## config.mk

```make
export PLATFORM = sky130hd
export DESIGN_NAME = ms_tick_ctrl
export DESIGN_NICKNAME = d
export VERILOG_FILES = /design/src/rtl/ms_pkg.sv /design/src/rtl/btn_debounce.sv /design/src/rtl/ms_tick_ctrl.sv
export SDC_FILE = /design/constraint.sdc
export NUM_CORES = 1
export LEC_CHECK = 0
export BUFFER_PORTS_ARGS = -buffer_cell sky130_fd_sc_hd__buf_2
export CORE_ASPECT_RATIO = 0.7
export CORE_MARGIN = 5
export CORE_UTILIZATION = 45
export CTS_CLUSTER_DIAMETER = 120
export DETAILED_ROUTE_END_ITERATION = 10
export PLACE_DENSITY_LB_ADDON = 0.25
export RECOVER_POWER = 25
export SLEW_MARGIN = 20
export SYNTH_ARGS = -nofsm -noshare
export SYNTH_HDL_FRONTEND = slang
export SYNTH_HIERARCHICAL = 1
export SYNTH_SLANG_ARGS = --single-unit
```

## constraint.sdc

```tcl
create_clock -name CLK -period 1.9 [get_ports CLK]
set_clock_uncertainty 0.1 [all_clocks]
set_input_delay 0.19 -clock CLK [delete_from_list [all_inputs] [get_ports CLK]]
set_output_delay 0.19 -clock CLK [all_outputs]
set_load 0.02 [all_outputs]
```

## src/rtl/ms_pkg.sv

```systemverilog
// ============================================================================
// ms_pkg : shared state encodings and width helper for the ms tick controller
// Rev 1.0
// ============================================================================
`default_nettype none

package ms_pkg;

  localparam logic [1:0] ST_IDLE  = 2'b00;
  localparam logic [1:0] ST_RUN   = 2'b01;
  localparam logic [1:0] ST_PAUSE = 2'b10;

  // Counter width for a modulus of n; never narrower than one bit.
  function automatic int clog2w(input int n);
    return (n <= 2) ? 1 : $clog2(n);
  endfunction

endpackage

`default_nettype wire

```

## src/rtl/btn_debounce.sv

```systemverilog
// ============================================================================
// btn_debounce : two-flop synchronizer, stable-level debounce, press pulse
// Rev 1.0
// ============================================================================
`default_nettype none

module btn_debounce
  import ms_pkg::*;
#(
  parameter int DEB_CYC = 1000000
) (
  input  logic clk,
  input  logic rst_n,
  input  logic btn_raw,
  output logic press
);

  localparam int              CNT_W   = clog2w(DEB_CYC);
  localparam logic [CNT_W-1:0] CNT_MAX = CNT_W'(DEB_CYC - 1);

  logic             s1_q, s2_q;
  logic             deb_q, deb_d;
  logic             deb_dly_q;
  logic [CNT_W-1:0] cnt_q, cnt_d;

  // A new level is accepted only after DEB_CYC consecutive disagreeing samples.
  always_comb begin
    deb_d = deb_q;
    cnt_d = '0;
    if (s2_q != deb_q) begin
      if (cnt_q == CNT_MAX) begin
        deb_d = s2_q;
      end else begin
        cnt_d = cnt_q + CNT_W'(1);
      end
    end
  end

  always_ff @(posedge clk) begin
    if (!rst_n) begin
      s1_q      <= 1'b0;
      s2_q      <= 1'b0;
      deb_q     <= 1'b0;
      deb_dly_q <= 1'b0;
      cnt_q     <= '0;
    end else begin
      s1_q      <= btn_raw;
      s2_q      <= s1_q;
      deb_q     <= deb_d;
      deb_dly_q <= deb_q;
      cnt_q     <= cnt_d;
    end
  end

  assign press = deb_q & ~deb_dly_q;

endmodule

`default_nettype wire

```

## src/rtl/ms_tick_ctrl.sv

```systemverilog
// ============================================================================
// ms_tick_ctrl : button control FSM and 1 ms tick prescaler for the counter chain
// Rev 1.0
// ============================================================================
`default_nettype none

module ms_tick_ctrl
  import ms_pkg::*;
#(
  parameter int CLK_HZ  = 100000000,
  parameter int TICK_HZ = 1000,
  parameter int DEB_CYC = 1000000
) (
  input  logic       CLK,
  input  logic       RST_N,
  input  logic       BTN_SS,
  input  logic       BTN_CLR,
  output logic       TICK,
  output logic       CLR,
  output logic       RUNNING,
  output logic [1:0] STATE
);

  localparam int               DIV      = CLK_HZ / TICK_HZ;
  localparam int               CNT_W    = clog2w(DIV);
  localparam logic [CNT_W-1:0] CNT_LAST = CNT_W'(DIV - 1);

  generate
    if ((CLK_HZ % TICK_HZ) != 0 || DIV < 2) begin : g_bad_div
      $error("ms_tick_ctrl: CLK_HZ/TICK_HZ must be an integer >= 2");
    end
    if (DEB_CYC < 2) begin : g_bad_deb
      $error("ms_tick_ctrl: DEB_CYC must be >= 2");
    end
  endgenerate

  logic ss_press, clr_press;

  btn_debounce #(.DEB_CYC(DEB_CYC)) u_deb_ss (
    .clk     (CLK),
    .rst_n   (RST_N),
    .btn_raw (BTN_SS),
    .press   (ss_press)
  );

  btn_debounce #(.DEB_CYC(DEB_CYC)) u_deb_clr (
    .clk     (CLK),
    .rst_n   (RST_N),
    .btn_raw (BTN_CLR),
    .press   (clr_press)
  );

  logic [1:0]       state_q, state_d;
  logic             running_q, running_d;
  logic             tick_q, tick_d;
  logic             clr_q, clr_d;
  logic [CNT_W-1:0] count_q, count_d;

  // Clear outranks start/stop; the prescaler advances on the pre-edge state.
  always_comb begin
    state_d = state_q;
    clr_d   = 1'b0;
    tick_d  = 1'b0;
    count_d = count_q;
    if (clr_press) begin
      state_d = ST_IDLE;
      clr_d   = 1'b1;
      count_d = '0;
    end else begin
      case (state_q)
        ST_IDLE:  if (ss_press) state_d = ST_RUN;
        ST_RUN:   if (ss_press) state_d = ST_PAUSE;
        ST_PAUSE: if (ss_press) state_d = ST_RUN;
        default:  state_d = ST_IDLE;
      endcase
      if (state_q == ST_RUN) begin
        if (count_q == CNT_LAST) begin
          count_d = '0;
          tick_d  = 1'b1;
        end else begin
          count_d = count_q + CNT_W'(1);
        end
      end
    end
    running_d = (state_d == ST_RUN);
  end

  always_ff @(posedge CLK) begin
    if (!RST_N) begin
      state_q   <= ST_IDLE;
      running_q <= 1'b0;
      tick_q    <= 1'b0;
      clr_q     <= 1'b0;
      count_q   <= '0;
    end else begin
      state_q   <= state_d;
      running_q <= running_d;
      tick_q    <= tick_d;
      clr_q     <= clr_d;
      count_q   <= count_d;
    end
  end

  assign STATE   = state_q;
  assign RUNNING = running_q;
  assign TICK    = tick_q;
  assign CLR     = clr_q;

endmodule

`default_nettype wire

```

### Yosys cells after proc, flatten, opt, wreduce, memory -nomap -nowiden

Index checks and enable logic that the tools add are counted.

| cells by class | value |
|---|---|
| bitwise gates (word level) | 8 |
| equality and inequality tests | 8 |
| muxes and demuxes | 7 |
| reductions and logical operators | 8 |
| $add $sub $neg | 3 |

Operator list:

| operator | count |
|---|---|
| 20-bit by 1-bit adder with 20-bit output, second input constant | 2 |
| 20-bit == test, second input constant | 2 |
| 17-bit by 1-bit adder with 17-bit output, second input constant | 1 |
| 17-bit == test, second input constant | 1 |
| 17-bit two-way mux | 1 |
| 3-bit OR reduction | 3 |
| 2-bit two-way mux | 3 |
| 1-bit inverter | 6 |
| 2-bit by 1-bit == test with 1-bit output, second input constant | 2 |
| 2-bit one-hot mux with 2 select lines | 1 |
| 2-bit AND reduction | 2 |
| 2-bit OR reduction | 2 |
| 1-bit bitwise AND | 2 |
| 2-bit == test, second input constant | 1 |
| 2-bit zero test | 1 |
| 1-bit two-way mux | 2 |
| 1-bit inequality test | 2 |

| storage, ports and cells | value |
|---|---|
| register bits after elaboration | 70 |
| output and inout bits | 5 |
| bits of input ports | 4 |

### Logic depth before layout (Yosys ltp)

Gate-level depths: netlist (run 1).

| depth | value |
|---|---|
| word-level depth | 6 |
| gate-level depth with buffers | 6 |
| mapped depth without buffers | 5 |

### Hierarchy

The synthesis (run 1) kept the hierarchy.

By module, submodules not included:

| module | instances | area an instance (µm²) | cells an instance |
|---|---|---|---|
| btn_debounce | 2 | 1053.5 | 113 |
| ms_tick_ctrl | 1 | 1012.2 | 111 |

### Worst setup path after synthesis (run 1)

OpenSTA, ideal clock, no wires.

| timing path | value |
|---|---|
| path kind | reg-to-reg |
| start | register u_deb_clr.cnt_q[0] |
| end | register u_deb_clr.cnt_q[12] |
| data arrival time | 1544 ps |
| cell stages (with the launch flop) | 7 |
| path buffers | 1 |
| setup time | 115 ps |
| slack | 142 ps |
| path through | dfxtp_1 ha_1 and3_2 nand3_1 o211ai_2 buf_6 nor2_1 |

| between the ends | value |
|---|---|
| longest elaborated chain between the ends | 2 |
| elaborated cells on any way between the ends | 3 |
| those cells by class | add/sub (1); eq/ne (1); reduce/logical (1) |

Ends and longest elaborated chain:

| item | line | text |
|---|---|---|
| start, declared | btn_debounce.sv:24 | `logic [CNT_W-1:0] cnt_q, cnt_d;` |
| start signal, assigned | btn_debounce.sv:51 | `cnt_q <= cnt_d;` |
| parallel branches: the longest is 2 deep, another holds 20-bit by 1-bit adder with 20-bit output | - |  |

Several ways; the timed one is not identified.
A chain may end at the register's enable or synchronous reset.

### Worst setup path after layout (run 1)

| timing path | value |
|---|---|
| start | register u_deb_clr.cnt_q[1] |
| end | register u_deb_clr.cnt_q[18] |

The elaborated chain is that of the path after synthesis.

==> summary.txt, run 1 <==
outcome = finished, final reports clean
Cell Rows = 25
Worst Slack Setup Final = 0.119 ns
WP data required = 2.08 ns
Die Ht = 79.7 um
layout cells sized above 1 = 14.0%
via count = 2422
max cap viols = 0
Vias/cell = 5.28
Final Hold Vio Count = 0
max-slew violations = 0
Post-Syn Nets = 344
register bit count reported by yosys = 70
XOR/XNOR share of the synthesized area = 10.4%
routed wl met2 = 2390 um
GR Overflow Total = 0
most frequent cell after synthesis = dfxtp_1
DIE AREA = 0.00872 mm2
Num Clock Sinks = 70
ys async rst share = 0%
GRT Resource Usage Total = 15.3%
IO buf count = 8
met3 wire len = 238 um
Post-Route M1 WL = 3070 um
Unique masters post-synth = 42
Worst VDD drop = 369 uV
static leakage = 1.22 nW
Area Overhead vs Synth = 14.3%
worst-path fanout max = 7
clk_lat worst skew = 0.35 ns
global-route wire length before repair = 10500 um
Compound-Gate Fraction of Synth Area = 8.54%
initial antenna violation count = 0
CP endpoint kind = register
Slew Limit Headroom = 69.5%
largest net degree at the start of global routing = 20
Residual DRC = 0
sequential area share after synthesis = 44.9%
Synth top area share = 44.9%
simple-gate share of the synthesized area = 31.8%
syn_area_per_cell = 9.26 um2
DR top layer = met4
Slew @ Worst Pin = 0.451 ns
DP HPWL = 4090 um
Core ar. = 0.00676 mm2
Synth area leader = dfxtp_1
final net count = 367
clk slew on worst S/H paths = 0.08 ns
First-pass DRT Iterations = 4
worst hold margin = 0.0966 ns
initial DRC count = 82
top-level I/O count = 9
Setup crit start kind = register
# diodes = 0
fin crit share = 93.8%
ANT nets after route = 0
Synth area leaders = dfxtp_1 (45%), nor2_1 (5.7%), xnor2_1 (5.6%)
largest family of logic cells by synthesized area = simple AND/OR/NAND/NOR gates
Hold/Removal Path Class = in2reg
Ys Warns = 6
Top FF cell, synth = dfxtp_1
Starting Density = 46.2%
crit path time final = 1.78 ns
most instantiated cells after synthesis = dfxtp_1 (70), nor2_1 (47), nand3_1 (21), xnor2_1 (20)
postcts setup bufs = 0
Mapped Cells = 337
Critical Path AT = 1.96 ns
multiplexer share of the synthesized area = 0.642%
Horiz. Die Dim = 110 um
H-tree depth = 3
WL/cell = 12.7 um
Post-synth EDFFs = 0
clk buf depth = 2
CP Class = reg2reg
FMAX = 561 MHz
DRT Wirelength = 5810 um
CTS tree = built
total power per unit cell area = 806 mW/mm2
CTS Buf Count = 9
placed cell count = 441
pre-CTS setup slack = 0.0767 ns
# setup viols final = 0
Root Driver = clkbuf_8
final std cells w/o fill = 459
GPL Wtd Cong = 0.829
synthesized area = 0.00312 mm2
vias in the first global route = 2250
Synth Area in Adders = 1.20%
worst paths after layout:
kind / slack (ns) / cells past startpoint / end / start
worst max-delay path: 0.12 / 5 / u_deb_clr/cnt_q[18] / u_deb_clr/cnt_q[1]
worst max register to register: 0.12 / 5 / u_deb_clr/cnt_q[18] / u_deb_clr/cnt_q[1]
worst min register to register: 0.34 / 1 / u_deb_ss/s2_q / u_deb_ss/s1_q
worst min-delay path: 0.1 / 2 / u_deb_clr/deb_q / RST_N
cells by family (layout without fill, tap and decap cells):
kind of cell,Yosys count,count (layout)
AND/OR/NAND/NOR,168,168
flip-flops,70,70
AO/OA/AOI/OAI,42,42
XOR/XNOR,37,37
buffers and inverters,15,43
adder cells (fa/ha/maj),3,3
multiplexers,2,2
power breakdown:
group / switching (mW) / total [mW] / internal [mW] / leakage [nW]
clock: 0.580 / 1.36 / 0.781 / 0.109
combinational: 0.0232 / 0.0400 / 0.0167 / 0.541
sequential: 0.00286 / 1.47 / 1.47 / 0.565
metrics by stage:
stage / utilization [%] / power [mW] / TNS, ns / cell area [um2]
6_report: 52.8 / 2.88 / 0 / 3570
4_1_cts: 52.5 / 2.92 / 0 / 3550
2_1_floorplan: - / 1.53 / 0 / 3120
3_5_place_dp: 48.8 / 1.55 / 0 / 3300
5_1_grt: 52.8 / 3.00 / -0.00811 / 3570
3_3_place_gp: 48.8 / 1.54 / 0 / 3300
cell usage in the layout (no fill, tap or decap), drive strengths merged, types with 2 or more instances in the layout:
cell type / Yosys / routed
o21a: 4 / 4
xnor2: 20 / 20
or3: 6 / 6
nand3b: 4 / 4
ha: 3 / 3
nand2: 14 / 14
or4: 6 / 6
nand3: 21 / 21
nor4: 4 / 4
clkbuf: 0 / 10
a21o: 2 / 2
o31ai: 6 / 6
and4: 5 / 5
dlygate4sd3: 0 / 2
buf: 4 / 14
o211ai: 2 / 2
inv: 11 / 12
nor3: 12 / 12
nand4b: 3 / 3
a21oi: 17 / 17
xor2: 17 / 17
nor3b: 3 / 3
nor2: 47 / 47
bufinv: 0 / 2
o21ai: 9 / 9
clkinvlp: 0 / 2
and2: 7 / 7
and3: 10 / 10
nand4: 14 / 14
nor2b: 4 / 4
dfxtp: 70 / 70
mux2i: 2 / 2
nor4b: 5 / 5
layer usage:
metal	global-route usage, %	up-vias
met4	6.72	0
li1	-	1258
met2	21.7	35
met1	21.2	1118
met5	0	-
met3	4.61	11
flip-flops by register name, indices dropped and copies added (netlist names):
signal and flops:
u_deb_clr/deb_q 1, u_deb_clr/s1_q 1, TICK 1, u_deb_ss/cnt_q 20, u_deb_clr/cnt_q 20, u_deb_ss/deb_q 1
STATE 2, u_deb_ss/s1_q 1, count_q 17, CLR 1, u_deb_ss/deb_dly_q 1, u_deb_ss/s2_q 1
u_deb_clr/deb_dly_q 1, u_deb_clr/s2_q 1, RUNNING 1
area by class of cell:
type / instances / area [um2]
Clock buffer: 10 / 138
Clock inverter: 6 / 92.6
Fill cell: 616 / 3190
Inverter: 11 / 41.3
Multi-Input combinational cell: 252 / 1660
Sequential cell: 70 / 1400
Tap cell: 94 / 118
Timing Repair Buffer: 16 / 118
timing repair:
| item | CTS | global route |
|---|---|---|
| setup endpoints to repair | 0 | 14 |
| hold buffers | 2 | 0 |
| resized for setup | 0 | 7 |
| hold endpoints to repair | 2 | 0 |
critical path, stage by stage (launching register included):
cell and delay [ns]:
dfxtp_1 0.37, ha_2 0.21, and3_4 0.23, nand4_4 0.14
or4_1 0.52, a21oi_2 0.14
No activity file was read; power rests on OpenSTA's default activity.
==> inputs of run 2 (changes only) <==
==> constraint.sdc (replaced) <==
create_clock -name CLK -period 1.9 [get_ports CLK]
set_clock_uncertainty 0.1 [all_clocks]
set_input_delay 0.095 -clock CLK [delete_from_list [all_inputs] [get_ports CLK]]
set_output_delay 0.095 -clock CLK [all_outputs]
set_load 0.02 [all_outputs]
==> summary.txt, run 2 (synthesized netlist as in run 1, its figures left out) <==
Setup crit start kind = register (unchanged)
# diodes = 0 (unchanged)
fin crit share = 93.8% (unchanged)
DIE AREA = 0.00872 mm2 (unchanged)
initial DRC count = 84 (was 82)
delay-heaviest family, CP = simple AND/OR/NAND/NOR gates (unchanged)
placed cell count = 441 (unchanged)
min-delay src = u_deb_ss/s1_q (was RST_N)
max cap viols = 0 (unchanged)
WL/cell = 12.7 um (about the same)
total power per unit cell area = 806 mW/mm2 (about the same)
global-route wire length before repair = 10500 um (unchanged)
DRT Wirelength = 5820 um (was 5810 um)
commonest cells after routing, fill and taps aside = dfxtp_1 (68), nor2_1 (47), nand3_1 (21) (unchanged)
Residual DRC = 0 (unchanged)
CTS tree = built (unchanged)
Worst VDD drop = 369 uV (about the same)
max-slew violations = 0 (unchanged)
GPL Wtd Cong = 0.829 (unchanged)
IO buf count = 8 (unchanged)
clk buf depth = 2 (unchanged)
First-pass DRT Iterations = 4 (unchanged)
FF-to-FF path depth = 5 (unchanged)
placed inst area = 0.00330 mm2 (unchanged)
worst stage delay on the critical path = 0.52 ns (about the same)
Final Hold Vio Count = 0 (unchanged)
via count = 2419 (was 2422)
worst-path fanout max = 7 (unchanged)
vias in the first global route = 2250 (unchanged)
clk_lat worst skew = 0.35 ns (about the same)
initial antenna violation count = 0 (unchanged)
postcts setup bufs = 0 (unchanged)
FMAX = 561 MHz (unchanged)
Vias/cell = 5.26 (was 5.28)
Buf+Inv Stages, Crit Path = 0 (unchanged)
hold endpoint = u_deb_ss/s2_q (was u_deb_clr/deb_q)
Root Driver = clkbuf_8 (unchanged)
largest net degree at the start of global routing = 20 (unchanged)
Cell Rows = 25 (unchanged)
Crit-path slowest cell = or4_1 (unchanged)
Final Power = 2.88 mW (about the same)
crit path time final = 1.78 ns (unchanged)
biggest regs = u_deb_clr/cnt_q (20), u_deb_ss/cnt_q (20), count_q (17) (unchanged)
WP data required = 2.08 ns (about the same)
post-route design area = 0.00357 mm2 (about the same)
worst hold stages = 1 (was 2)
GR Overflow Total = 0 (unchanged)
outcome = finished, final reports clean (unchanged)
Area Overhead vs Synth = 14.4% (was 14.3%)
DP HPWL = 4090 um (unchanged)
H-tree depth = 3 (unchanged)
top-level I/O count = 9 (unchanged)
CP Class = reg2reg (unchanged)
FF-to-FF Start = u_deb_clr/cnt_q[1] (unchanged)
Slew Limit Headroom = 64.0% (was 69.5%)
ANT nets after route = 0 (unchanged)
Core ar. = 0.00676 mm2 (unchanged)
final net count = 368 (was 367)
Starting Density = 46.2% (unchanged)
setup slack, reg-to-reg = 0.12 ns (about the same)
static leakage = 1.20 nW (was 1.22 nW)
r2r endpoint = u_deb_clr/cnt_q[18] (unchanged)
Critical Path AT = 1.96 ns (about the same)
Worst Slack Setup Final = 0.119 ns (unchanged)
GRT Resource Usage Total = 15.3% (unchanged)
# setup viols final = 0 (unchanged)
CTS Buf Count = 9 (unchanged)
layout cells sized above 1 = 12.3% (was 14.0%)
Slew @ Worst Pin = 0.540 ns (was 0.451 ns)
WP depth = 5 (unchanged)
final std cells w/o fill = 460 (was 459)
pre-CTS setup slack = 0.0767 ns (unchanged)
Horiz. Die Dim = 110 um (unchanged)
clk slew on worst S/H paths = 0.08 ns (about the same)
Die Ht = 79.7 um (unchanged)
CP cell instances = ha_2, and3_4, nand4_4, or4_1, a21oi_2 (unchanged)
most common cell after layout, fill and taps aside = dfxtp_1 (unchanged)
Hold/Removal Path Class = reg2reg (was in2reg)
Num Clock Sinks = 70 (unchanged)
CP endpoint kind = register (unchanged)
## run 2: worst max path at each step
stage | startpoint | endpoint | slack [ns]
floorplan | u_deb_clr/cnt_q[0] | u_deb_clr/cnt_q[12] | 0.14
global placement | u_deb_ss/cnt_q[0] | u_deb_ss/cnt_q[18] | 0.14
detailed placement | u_deb_ss/cnt_q[0] | u_deb_ss/cnt_q[18] | 0.08
CTS | u_deb_clr/cnt_q[0] | u_deb_clr/cnt_q[18] | 0.06
global route | u_deb_ss/cnt_q[1] | u_deb_ss/cnt_q[18] | -0.008
finish | u_deb_clr/cnt_q[1] | u_deb_clr/cnt_q[18] | 0.12
## run 2: power by group
| part | internal [mW] | leakage [nW] | total, mW | switching (mW) |
|---|---|---|---|---|
| logic | 0.0177 | 0.521 | 0.0411 | 0.0234 |
| clock network | 0.781 | 0.109 | 1.36 | 0.580 |
| registers | 1.47 | 0.565 | 1.47 | 0.00286 |
## run 2: per-stage QoR
step | hold slack (ns) | utilization (%) | TNS, ns
after floorplan | 0.113 | - | 0
after global placement | 0.205 | 48.8 | 0
after detailed placement | 0.209 | 48.8 | 0
after CTS | 0.344 | 52.6 | 0
after global routing | 0.361 | 52.8 | -0.00811
final | 0.339 | 52.8 | 0
## run 2: cell type report
type                            instances  area [um2]
Fill cell                             619        3190
Multi-Input combinational cell        252        1660
Sequential cell                        70        1400
Clock buffer                           10         138
Timing Repair Buffer                   17         120
Tap cell                               94         118
Clock inverter                          6        92.6
Inverter                               11        41.3
## run 2: layer usage
metal | up-vias | global-route usage, % | share of wire, %
met5 | - | 0 | 0
met3 | 11 | 4.61 | 4.1
li1 | 1258 | - | -
met4 | 0 | 6.72 | 1.9
met2 | 35 | 21.7 | 41
met1 | 1115 | 21.2 | 53
## run 2: repair_timing
item / CTS / global route
endpoints found under the setup margin: 0 / 14
gates resized for setup: 0 / 7
hold endpoints to repair: 4 / 0
hold buffers: 3 / 0
